File: src/rtl/uart_reg_pkg.sv
// uart_reg_pkg
// Shared definitions for the UART register-access protocol, used by the
// initiator (uart_reg_master) and the responder (uart_reg_if).
//   CMD_START / CMD_WRITE / CMD_READ : protocol command bytes
//   state_t                          : initiator sequencing states
package uart_reg_pkg;

    localparam logic [7:0] CMD_START = 8'h53;  // 'S'
    localparam logic [7:0] CMD_WRITE = 8'h57;  // 'W'
    localparam logic [7:0] CMD_READ  = 8'h52;  // 'R'

    typedef enum logic [2:0] {
        ST_IDLE,
        ST_TX_S,
        ST_TX_IDX,
        ST_TX_CMD,
        ST_TX_DATA,
        ST_RX_DATA,
        ST_RESP
    } state_t;

endpackage

File: src/rtl/uart_reg_master_timer.sv
// uart_reg_master_timer
// Read-back watchdog: a down-counter that reloads to LOAD_VALUE on load,
// decrements on tick and flags expired when it reaches zero.
// The module only exists when UART_REG_MASTER_TIMEOUT_EN is defined.
// Ports:
//   clock   in  system clock, rising edge
//   arst_n  in  asynchronous active-low reset
//   load    in  reload the counter to LOAD_VALUE (wins over tick)
//   tick    in  count down by one
//   expired out counter is at zero
`ifdef UART_REG_MASTER_TIMEOUT_EN
module uart_reg_master_timer #(
    parameter int LOAD_VALUE = 65535
) (
    input  logic clock,
    input  logic arst_n,
    input  logic load,
    input  logic tick,
    output logic expired
);

    localparam int WIDTH = $clog2(LOAD_VALUE + 1);

    logic [WIDTH-1:0] count;

    always_ff @(posedge clock or negedge arst_n) begin
        if (!arst_n) begin
            count <= '0;
        end else if (load) begin
            count <= WIDTH'(LOAD_VALUE);
        end else if (tick && (count != '0)) begin
            count <= count - 1'b1;
        end
    end

    assign expired = (count == '0);

endmodule
`endif

File: src/rtl/uart_reg_master.sv
// uart_reg_master
// Initiator side of the UART register-access protocol. A parallel request is
// sent as 'S', index, 'W'/'R', then (write) the data bytes LSB first; a read
// collects NUM_BYTES_PER_REG bytes from the receiver into rsp_rdata.
// Optional feature macro: UART_REG_MASTER_TIMEOUT_EN adds a read-back watchdog
// (TIMEOUT_CYCLES between received bytes); without it RX_DATA waits forever.
// Ports:
//   clock, arst_n               clock and asynchronous active-low reset
//   req_valid/req_ready         request handshake (ready only in IDLE)
//   req_write/index/wdata       request contents, wdata byte 0 = bits [7:0]
//   rsp_valid/error/rdata       one-cycle completion, error flag, read data
//   uart_tx_value/_write/_done  transmitter byte, start strobe, finish pulse
//   uart_rx_value/_ready        receiver byte and its valid pulse
module uart_reg_master
    import uart_reg_pkg::*;
#(
    parameter int NUM_BYTES_PER_REG = 4,
    parameter int NUM_REGISTERS     = 8,
    parameter int TIMEOUT_CYCLES    = 65535
) (
    input  logic                           clock,
    input  logic                           arst_n,
    input  logic                           req_valid,
    output logic                           req_ready,
    input  logic                           req_write,
    input  logic [7:0]                     req_index,
    input  logic [8*NUM_BYTES_PER_REG-1:0] req_wdata,
    output logic                           rsp_valid,
    output logic                           rsp_error,
    output logic [8*NUM_BYTES_PER_REG-1:0] rsp_rdata,
    output logic [7:0]                     uart_tx_value,
    output logic                           uart_tx_value_write,
    input  logic                           uart_tx_value_done,
    input  logic [7:0]                     uart_rx_value,
    input  logic                           uart_rx_value_ready
);

    localparam int DW = 8 * NUM_BYTES_PER_REG;
    localparam int CW = $clog2(NUM_BYTES_PER_REG + 1);
    localparam logic [CW-1:0] LAST_BYTE = CW'(NUM_BYTES_PER_REG - 1);

    state_t          state, next_state;
    logic            write_q;
    logic [7:0]      index_q;
    logic [DW-1:0]   wdata_q;
    logic [CW-1:0]   byte_cnt;
    logic [CW-1:0]   next_cnt;

    logic            accept;
    logic            tx_done;
    logic            tx_load;
    logic [7:0]      tx_byte;
    logic            cnt_clr;
    logic            cnt_inc;
    logic            rx_clear;
    logic            rx_store;
    logic            resp_err;
    logic            timeout;

    assign accept   = req_valid && req_ready && (state == ST_IDLE);
    // A done pulse in the strobe cycle itself cannot belong to this byte.
    assign tx_done  = uart_tx_value_done && !uart_tx_value_write;
    assign next_cnt = byte_cnt + 1'b1;
    assign rsp_valid = (state == ST_RESP);

`ifdef UART_REG_MASTER_TIMEOUT_EN
    uart_reg_master_timer #(
        .LOAD_VALUE (TIMEOUT_CYCLES)
    ) u_timer (
        .clock   (clock),
        .arst_n  (arst_n),
        .load    (rx_clear || rx_store),
        .tick    (state == ST_RX_DATA),
        .expired (timeout)
    );
`else
    assign timeout = 1'b0;
`endif

    always_ff @(posedge clock or negedge arst_n) begin
        if (!arst_n) begin
            state <= ST_IDLE;
        end else begin
            state <= next_state;
        end
    end

    always_comb begin
        next_state = state;
        tx_load    = 1'b0;
        tx_byte    = 8'h00;
        cnt_clr    = 1'b0;
        cnt_inc    = 1'b0;
        rx_clear   = 1'b0;
        rx_store   = 1'b0;
        resp_err   = 1'b0;
        case (state)
            ST_IDLE: begin
                if (accept) begin
                    if (int'(req_index) >= NUM_REGISTERS) begin
                        next_state = ST_RESP;
                        resp_err   = 1'b1;
                    end else begin
                        next_state = ST_TX_S;
                        tx_load    = 1'b1;
                        tx_byte    = CMD_START;
                    end
                end
            end
            ST_TX_S: begin
                if (tx_done) begin
                    next_state = ST_TX_IDX;
                    tx_load    = 1'b1;
                    tx_byte    = index_q;
                end
            end
            ST_TX_IDX: begin
                if (tx_done) begin
                    next_state = ST_TX_CMD;
                    tx_load    = 1'b1;
                    tx_byte    = write_q ? CMD_WRITE : CMD_READ;
                end
            end
            ST_TX_CMD: begin
                if (tx_done) begin
                    cnt_clr = 1'b1;
                    if (write_q) begin
                        next_state = ST_TX_DATA;
                        tx_load    = 1'b1;
                        tx_byte    = wdata_q[7:0];
                    end else begin
                        next_state = ST_RX_DATA;
                        rx_clear   = 1'b1;
                    end
                end
            end
            ST_TX_DATA: begin
                if (tx_done) begin
                    if (byte_cnt == LAST_BYTE) begin
                        next_state = ST_RESP;
                    end else begin
                        tx_load = 1'b1;
                        tx_byte = wdata_q[8*int'(next_cnt) +: 8];
                        cnt_inc = 1'b1;
                    end
                end
            end
            ST_RX_DATA: begin
                if (uart_rx_value_ready) begin
                    rx_store = 1'b1;
                    if (byte_cnt == LAST_BYTE) begin
                        next_state = ST_RESP;
                    end else begin
                        cnt_inc = 1'b1;
                    end
                end else if (timeout) begin
                    next_state = ST_RESP;
                    resp_err   = 1'b1;
                end
            end
            ST_RESP: begin
                next_state = ST_IDLE;
            end
            default: begin
                next_state = ST_IDLE;
            end
        endcase
    end

    always_ff @(posedge clock or negedge arst_n) begin
        if (!arst_n) begin
            req_ready           <= 1'b0;
            rsp_error           <= 1'b0;
            rsp_rdata           <= '0;
            uart_tx_value       <= 8'h00;
            uart_tx_value_write <= 1'b0;
            write_q             <= 1'b0;
            index_q             <= 8'h00;
            wdata_q             <= '0;
            byte_cnt            <= '0;
        end else begin
            // Registered so ready stays low while reset is asserted.
            req_ready           <= (next_state == ST_IDLE);
            uart_tx_value_write <= tx_load;
            if (tx_load) begin
                uart_tx_value <= tx_byte;
            end
            if (accept) begin
                write_q <= req_write;
                index_q <= req_index;
                wdata_q <= req_wdata;
            end
            if (cnt_clr) begin
                byte_cnt <= '0;
            end else if (cnt_inc) begin
                byte_cnt <= next_cnt;
            end
            if (rx_clear) begin
                rsp_rdata <= '0;
            end else if (rx_store) begin
                rsp_rdata[8*int'(byte_cnt) +: 8] <= uart_rx_value;
            end
            if (next_state == ST_RESP) begin
                rsp_error <= resp_err;
            end
        end
    end

endmodule

File: config.mk
export PLATFORM = sky130hd
export DESIGN_NAME = uart_reg_master
export DESIGN_NICKNAME = d
export VERILOG_FILES = /design/src/rtl/uart_reg_pkg.sv /design/src/rtl/uart_reg_master_timer.sv /design/src/rtl/uart_reg_master.sv
export SDC_FILE = /design/constraint.sdc
export NUM_CORES = 1
export LEC_CHECK = 0
export ABC_AREA = 1
export BUFFER_PORTS_ARGS = -buffer_cell sky130_fd_sc_hd__buf_4
export CAP_MARGIN = 20
export CELL_PAD_IN_SITES_DETAIL_PLACEMENT = 2
export CELL_PAD_IN_SITES_GLOBAL_PLACEMENT = 2
export CORE_MARGIN = 2
export CORE_UTILIZATION = 34
export CTS_BUF_LIST = sky130_fd_sc_hd__clkbuf_4 sky130_fd_sc_hd__clkbuf_8
export DETAILED_ROUTE_END_ITERATION = 8
export PLACE_DENSITY_LB_ADDON = 0.1
export SETUP_SLACK_MARGIN = 0.3
export SLEW_MARGIN = 20
export SYNTH_ARGS = -nofsm -noshare
export SYNTH_HDL_FRONTEND = slang
export SYNTH_SLANG_ARGS = --single-unit
export TNS_END_PERCENT = 10
File: constraint.sdc
create_clock -name clock -period 6.34 [get_ports clock]
set_input_delay 0 -clock clock [delete_from_list [all_inputs] [get_ports clock]]
set_output_delay 0 -clock clock [all_outputs]
set_load 0.005 [all_outputs]
==> results_dict.tcl, run 1 <==
set metrics [dict create \
    crit_required_ns 6.61 \
    finalSetupTns_ns 0 \
    seqPwrFrac 0.415 \
    die_h_um 116 \
    cpPeakStageDelay_ns 1.00 \
    pwr-share-clk 0.220 \
    met2_usage 0.427 \
    async_flop_share 1.00 \
    ir_worst_vdd_v 0.000141 \
    htree_levels 3 \
    synth-edff-count 0 \
    cp_slowest_cell "dfrtp_1" \
    clk_pin_slew_ns 0.09 \
    rsz0062_at_grt "no" \
    cts.path.max_buffers 2 \
    layout_min_cycle_time_ns 3.35 \
    synth_area_leaders "dfrtp_1 (53%), nand2_1 (20%), o21ai_0 (5.5%), nand3_1 (4.6%), nor2_1 (4.3%)" \
    insertion_delay_ns 0.38 \
    use_met1 0.266 \
    finalSetupViolCount 0 \
    dp_hpwl_mm 9.93 \
    path_buf_inv 2 \
    layout-drive-gt1-share 0.184 \
    grt_pass1_wl_mm 23.6 \
    yosysTopAreaCell "dfrtp_1" \
    max_freq_mhz 299 \
    comb_power_share 0.365 \
    synth_compound_area_frac 0.0750 \
    path_delay_family "flip-flops" \
    root_buffer "clkbuf_8" \
    use_met3 0.0301 \
    worst_ep_arrival_time_ns 3.62 \
    synth_cell_type_count 23 \
    switching_share 0.396 \
    cts_setup_buffers 0 \
    cap_violations 0 \
    synth-main-ff-cell "dfrtp_1" \
    status "finished clean" \
    cts_tree "built" \
    worstMarginPinSlew_ns 0.984 \
    drc 0 \
    path_class "flop to flop" \
    timing.slew.headroom 0.342 \
    synth_top_family_by_area "simple AND/OR/NAND/NOR gates" \
    whs_ns 0.0597 \
    yosys.area_share.xor_xnor 0 \
    vias 4195 \
    portBuffers 97 \
    antenna_found_initial 0 \
    netlist_area_um2 4290 \
    cts_resized 0 \
    path_max_fanout 33 \
    setup.worst_path.end_class "flop" \
    clock_skew_ns 0.00656 \
    design_area_um2 5900 \
    avgSynthCellArea_um2 7.80 \
    grt_pass1_vias 4687 \
    grt.overflow.total 0 \
    ys_seq_area_frac 0.525 \
    numCtsBuffers 9 \
    coreArea_um2 12500 \
    nNetsFinal 752 \
    yosys.area_share.simple 0.333 \
    postSynthCellCount 550 \
    synthToLayoutAreaGrowth_pct 37.7 \
    start_util 0.344 \
    yosys-top-cells-count "nand2_1 (227), dfrtp_1 (90), nor2_1 (49)" \
    dieArea_um2 13500 \
    grt_use_total 0.228 \
    placed_area_um2 5160 \
    io_pins 98 \
    synth.top_cell.area_share 0.525 \
    rows 41 \
    ys_ff_latch 90 \
    wl_per_cell_um 16.6 \
    hold_class "input port to flop" \
    dieWidth_um 116 \
    grt_max_degree 51 \
    synth_nets 610 \
    intPower_w 0.00135 \
    startpoint_type "flop" \
    hold_violations 0 \
    firstDrtPassIters 4 \
    p_leak_nw 3.06 \
    ant_nets 0 \
    gp_congestion 0.809 \
    path_cells "inv_1 > ha_1 > inv_1 > nand3_1 > nor3b_4 > nor2_4 > nand2_1 > nand2_1" \
    cts_num_sinks 90 \
    p_sw_w 0.000883 \
    viasPerCell 4.83 \
    drtIter0Drc 181 \
    synth.most_common_cell "nand2_1" \
    synth.area.mux_share 0 \
    ys_warn_count 0 \
    synth_adder_area_share 0.0175 \
    post-route-period-util 0.528 \
    cts.hold.buffers_added 50 \
    antenna_cells 0 \
    drv_slew 0 \
    power.density_nw_per_um2 378 \
    wl_mm 14.4 \
    busiest_layer "met2" \
]
## power groups by stage
stage          Sequential [W]  Clock [W]  Combinational, W
6_report             0.000925   0.000491          0.000815
5_1_grt              0.000953   0.000528          0.000947
4_1_cts              0.000930   0.000506          0.000824
3_5_place_dp         0.000940          0          0.000789
3_3_place_gp         0.000934          0          0.000747
2_1_floorplan        0.000867          0          0.000529
## final cells by class
class / count / area [um2]
flip-flops and latches: 90 / 2250
well taps: 172 / 215
clock inverters: 6 / 114
clock buffers: 10 / 131
repair buffers: 149 / 1240
multi-input cells: 409 / 1820
fillers: 1432 / 6560
inverters: 33 / 124
## sequential cells by signal (all words and copies together) (netlist names)
signal               count
uart_tx_value            8
state                    3
rsp_rdata               32
wdata_q                 32
uart_tx_value_write      1
rsp_error                1
index_q                  8
write_q                  1
byte_cnt                 3
req_ready                1
## cell usage in the layout, fill, tap and decap left out, types with 6 or more instances in the layout
cell type | synthesis | layout
nand2_1 | 227 | 227
buf_4 | 2 | 99
dfrtp_1 | 90 | 90
dlygate4sd3_1 | 0 | 50
nor2_1 | 49 | 49
o21ai_0 | 47 | 47
nand3_1 | 39 | 39
inv_1 | 31 | 31
nand4_1 | 11 | 11
a21oi_1 | 10 | 10
clkbuf_8 | 0 | 9
nor2_2 | 6 | 6
ha_1 | 6 | 6
## worst min-delay path, stage by stage
cell     delay [ns]
buf_4          0.08
a21oi_1        0.06
nor2_1         0.08
nor2_1         0.07
nand3_1        0.10
## layer usage
layer	wire, um	vias up
li1	-	2035
met1	5940	2073
met2	7880	72
met3	365	15
met4	240	0
met5	0	-
## logic make-up after synthesis
| kind of cell | after synthesis |
|---|---|
| buf+inv | 51 |
| fa+ha+maj | 6 |
| flops | 90 |
| simple gates | 340 |
| compound gates | 63 |
## path summary, 6_finish.rpt
| kind | startpoint | slack (ns) | cells past startpoint | endpoint |
|---|---|---|---|---|
| setup / recovery | byte_cnt[0] | 2.99 | 8 | rsp_rdata[7] |
| hold reg to reg | rsp_error | 0.48 | 2 | rsp_error |
| setup reg to reg | byte_cnt[0] | 2.99 | 8 | rsp_rdata[7] |
| hold / removal | uart_rx_value_ready | 0.06 | 5 | state[1] |
| max in group asynchronous | arst_n | 5.15 | 3 | uart_tx_value[2] |
| min in group asynchronous | arst_n | 0.14 | 2 | rsp_rdata[1] |
## stage by stage
stage	util	worst slack, ns	std cells	power, W
after CTS	0.474	2.94	869	0.00226
final	0.474	2.99	869	0.00223
after global routing	0.474	2.58	869	0.00243
after floorplan	-	4.21	550	0.00140
after global placement	0.414	3.23	803	0.00168
after detailed placement	0.414	2.98	803	0.00173
No activity file was read; power rests on OpenSTA's default activity.
==> run 2: changes to the inputs <==
ABC_AREA = 0   (was 1)
CORE_UTILIZATION = 31   (was 34)
clock period = 2.7 ns   (was 6.34 ns; I/O delays follow)
==> run 2 against run 1 <==
Clock skew increased by 0.0027 ns. First-iteration DRC count decreased by 28%. Area after synthesis decreased by 6.2%. Worst hold slack improved by 0.034 ns. Die area increased by 2.8%. Utilization decreased by 2.0 points. Combinational power increased by 130%.
==> results_dict.tcl, run 2 <==
set metrics [dict create \
    synthToLayoutAreaGrowth_pct 42.4 \
    start_util 0.319 \
    power.density_nw_per_um2 858 \
    grt_pass1_wl_mm 21.4 \
    post-place-ws_ns 0.376 \
    synth-edff-count 0 \
    setup.worst_path.end_class "flop" \
    synth.area.mux_share 0.0781 \
    dp_hpwl_mm 9.13 \
    layout_min_cycle_time_ns 2.30 \
    wl_per_cell_um 18.2 \
    ys_ff_latch 90 \
    final_common_cell "buf_4" \
    path_class "flop to flop" \
    hold_violations 0 \
    startpoint_type "flop" \
    cts.path.max_buffers 2 \
    rows 41 \
    hold_class "input port to flop" \
    max_freq_mhz 435 \
    numCtsBuffers 9 \
    drc 0 \
    grt.overflow.total 0 \
    finalSetupTns_ns 0 \
    reg_top3 "rsp_rdata (32), wdata_q (32)" \
    ys_seq_area_frac 0.560 \
    grt_pass1_vias 3891 \
    fillers 1345 \
    yosysTopAreaCell "dfrtp_1" \
    wl_mm 12.7 \
    antenna_cells 0 \
    htree_levels 3 \
    gp_congestion 0.815 \
    worst_ep_arrival_time_ns 2.62 \
    synth_nets 425 \
    synth_cell_type_count 46 \
    r2r-end "rsp_rdata[18]" \
    path_cells "inv_1 > ha_1 > ha_1 > nand3_1 > nor2_1 > a21oi_1 > a22o_1" \
    cts_tree "built" \
    yosys.area_share.simple 0.189 \
    synth_area_leaders "dfrtp_1 (56%), nand2_1 (10%), a22o_1 (7.0%), mux4_2 (4.5%), mux2_2 (3.1%)" \
    ff2ff_path_depth 7 \
    root_buffer "clkbuf_8" \
    avgSynthCellArea_um2 11.0 \
    rsz0062_at_grt "yes" \
    synth_adder_area_share 0.0187 \
    cpPeakStageDelay_ns 0.70 \
    timing.slew.headroom 0.436 \
    drv_slew 0 \
    die_h_um 118 \
    antenna_found_initial 0 \
    fin_cells 698 \
    vias 3387 \
    yosys.area_share.xor_xnor 0.00435 \
    clock_skew_ns 0.00928 \
    p_leak_nw 2.81 \
    viasPerCell 4.85 \
    finalSetupViolCount 0 \
    final_cell_mix "buf_4 (113), nand2_1 (108), dfrtp_1 (90), dlygate4sd3_1 (50), a22o_1 (32)" \
    reg2reg_slack_ns 0.40 \
    insertion_delay_ns 0.38 \
    synth_top_family_by_area "simple AND/OR/NAND/NOR gates" \
    synth-main-ff-cell "dfrtp_1" \
    hold_depth 4 \
    postSynthCellCount 365 \
    cts_num_sinks 90 \
    worstHoldEndpoint "state[0]" \
    netlist_area_um2 4020 \
    io_pins 98 \
    reg2reg_from "byte_cnt[0]" \
    power_w 0.00491 \
    cp_slowest_cell "a21oi_1" \
    post-route-period-util 0.851 \
    layout-drive-gt1-share 0.302 \
    clk_pin_slew_ns 0.11 \
    nNetsFinal 581 \
    fin_ws_ns 0.401 \
    yosys-top-cells-count "nand2_1 (108), dfrtp_1 (90), a22o_1 (32)" \
    placed_area_um2 5020 \
    hold_start "uart_rx_value_ready" \
    cap_violations 0 \
    synth.most_common_cell "nand2_1" \
    status "finished clean" \
    coreArea_um2 12600 \
    worstMarginPinSlew_ns 0.846 \
    grt_use_total 0.194 \
    ir_worst_vdd_v 0.000281 \
    async_flop_share 1.00 \
    synth.top_cell.area_share 0.560 \
    grt_max_degree 38 \
    dieWidth_um 118 \
    design_area_um2 5730 \
    synth_compound_area_frac 0.123 \
    crit_required_ns 3.02 \
    portBuffers 97 \
    dieArea_um2 13900 \
    drtIter0Drc 130 \
    dp_cells 632 \
    ant_nets 0 \
    path_max_fanout 8 \
    firstDrtPassIters 4 \
    crit_top_cell "ha_1" \
    ys_warn_count 0 \
]
==> run 2: cell families (layout without fill, tap and decap cells) <==
group | count (synthesis) | after routing
flops | 90 | 90
fa+ha+maj | 6 | 6
buf+inv | 28 | 189
simple gates | 160 | 160
compound gates | 59 | 59
xor+xnor | 2 | 2
mux | 20 | 20
==> run 2: power breakdown <==
group / internal (W) / switching (W) / leakage, nW
clock network: 0.000360 / 0.000574 / 0.0959
registers: 0.00178 / 0.000344 / 1.17
logic: 0.000934 / 0.000924 / 1.54
==> run 2: area by class of cell <==
type | count | area (um2) | area share
clock buffer | 9 | 124 | 0.0216
timing repair buffer | 163 | 1350 | 0.236
clock inverter | 7 | 75.1 | 0.0131
tap | 172 | 215 | 0.0376
inverter | 10 | 37.5 | 0.00655
multi-input combinational | 247 | 1670 | 0.292
sequential | 90 | 2250 | 0.393
==> run 2: how the worst max path moves through the flow <==
stage                startpoint          endpoint  depth (start not counted)
finish              byte_cnt[0]     rsp_rdata[18]                          7
global route        byte_cnt[0]     rsp_rdata[18]                          7
CTS                 byte_cnt[0]      rsp_rdata[7]                          7
detailed placement  byte_cnt[0]      rsp_rdata[2]                          7
global placement       state[0]  uart_tx_value[3]                          5
floorplan           byte_cnt[0]  uart_tx_value[0]                          8
==> run 2: what timing repair did <==
action,in CTS,in global routing
hold buffers,50,0
hold endpoints to repair,108,0
setup endpoints to repair,0,25
setup buffers,0,0
gates resized for setup,0,1
==> run 2: worst max-delay path: cells and delay by family (launching register included) <==
family,cells,cell delay [ns]
AO/OA/AOI/OAI,2,0.97
adder cells (fa/ha/maj),2,0.53
buffers and inverters,1,0.10
flip-flops,1,0.47
AND/OR/NAND/NOR,2,0.18
==> run 2: per-stage QoR <==
step	hold WS (ns)	utilization
floorplan	-0.296	-
global placement	-0.00450	0.398
detailed placement	-0.00432	0.398
CTS	0.0633	0.454
global route	0.0935	0.454
finish	0.0939	0.454
==> run 2: per-layer routing <==
metal  track usage  vias up  routed length (um)
met2         0.339       69                6520
met5             0        -                   0
li1              -     1599                   -
met1         0.249     1711                5680
met3        0.0359        8                 390
met4        0.0452        0                 110
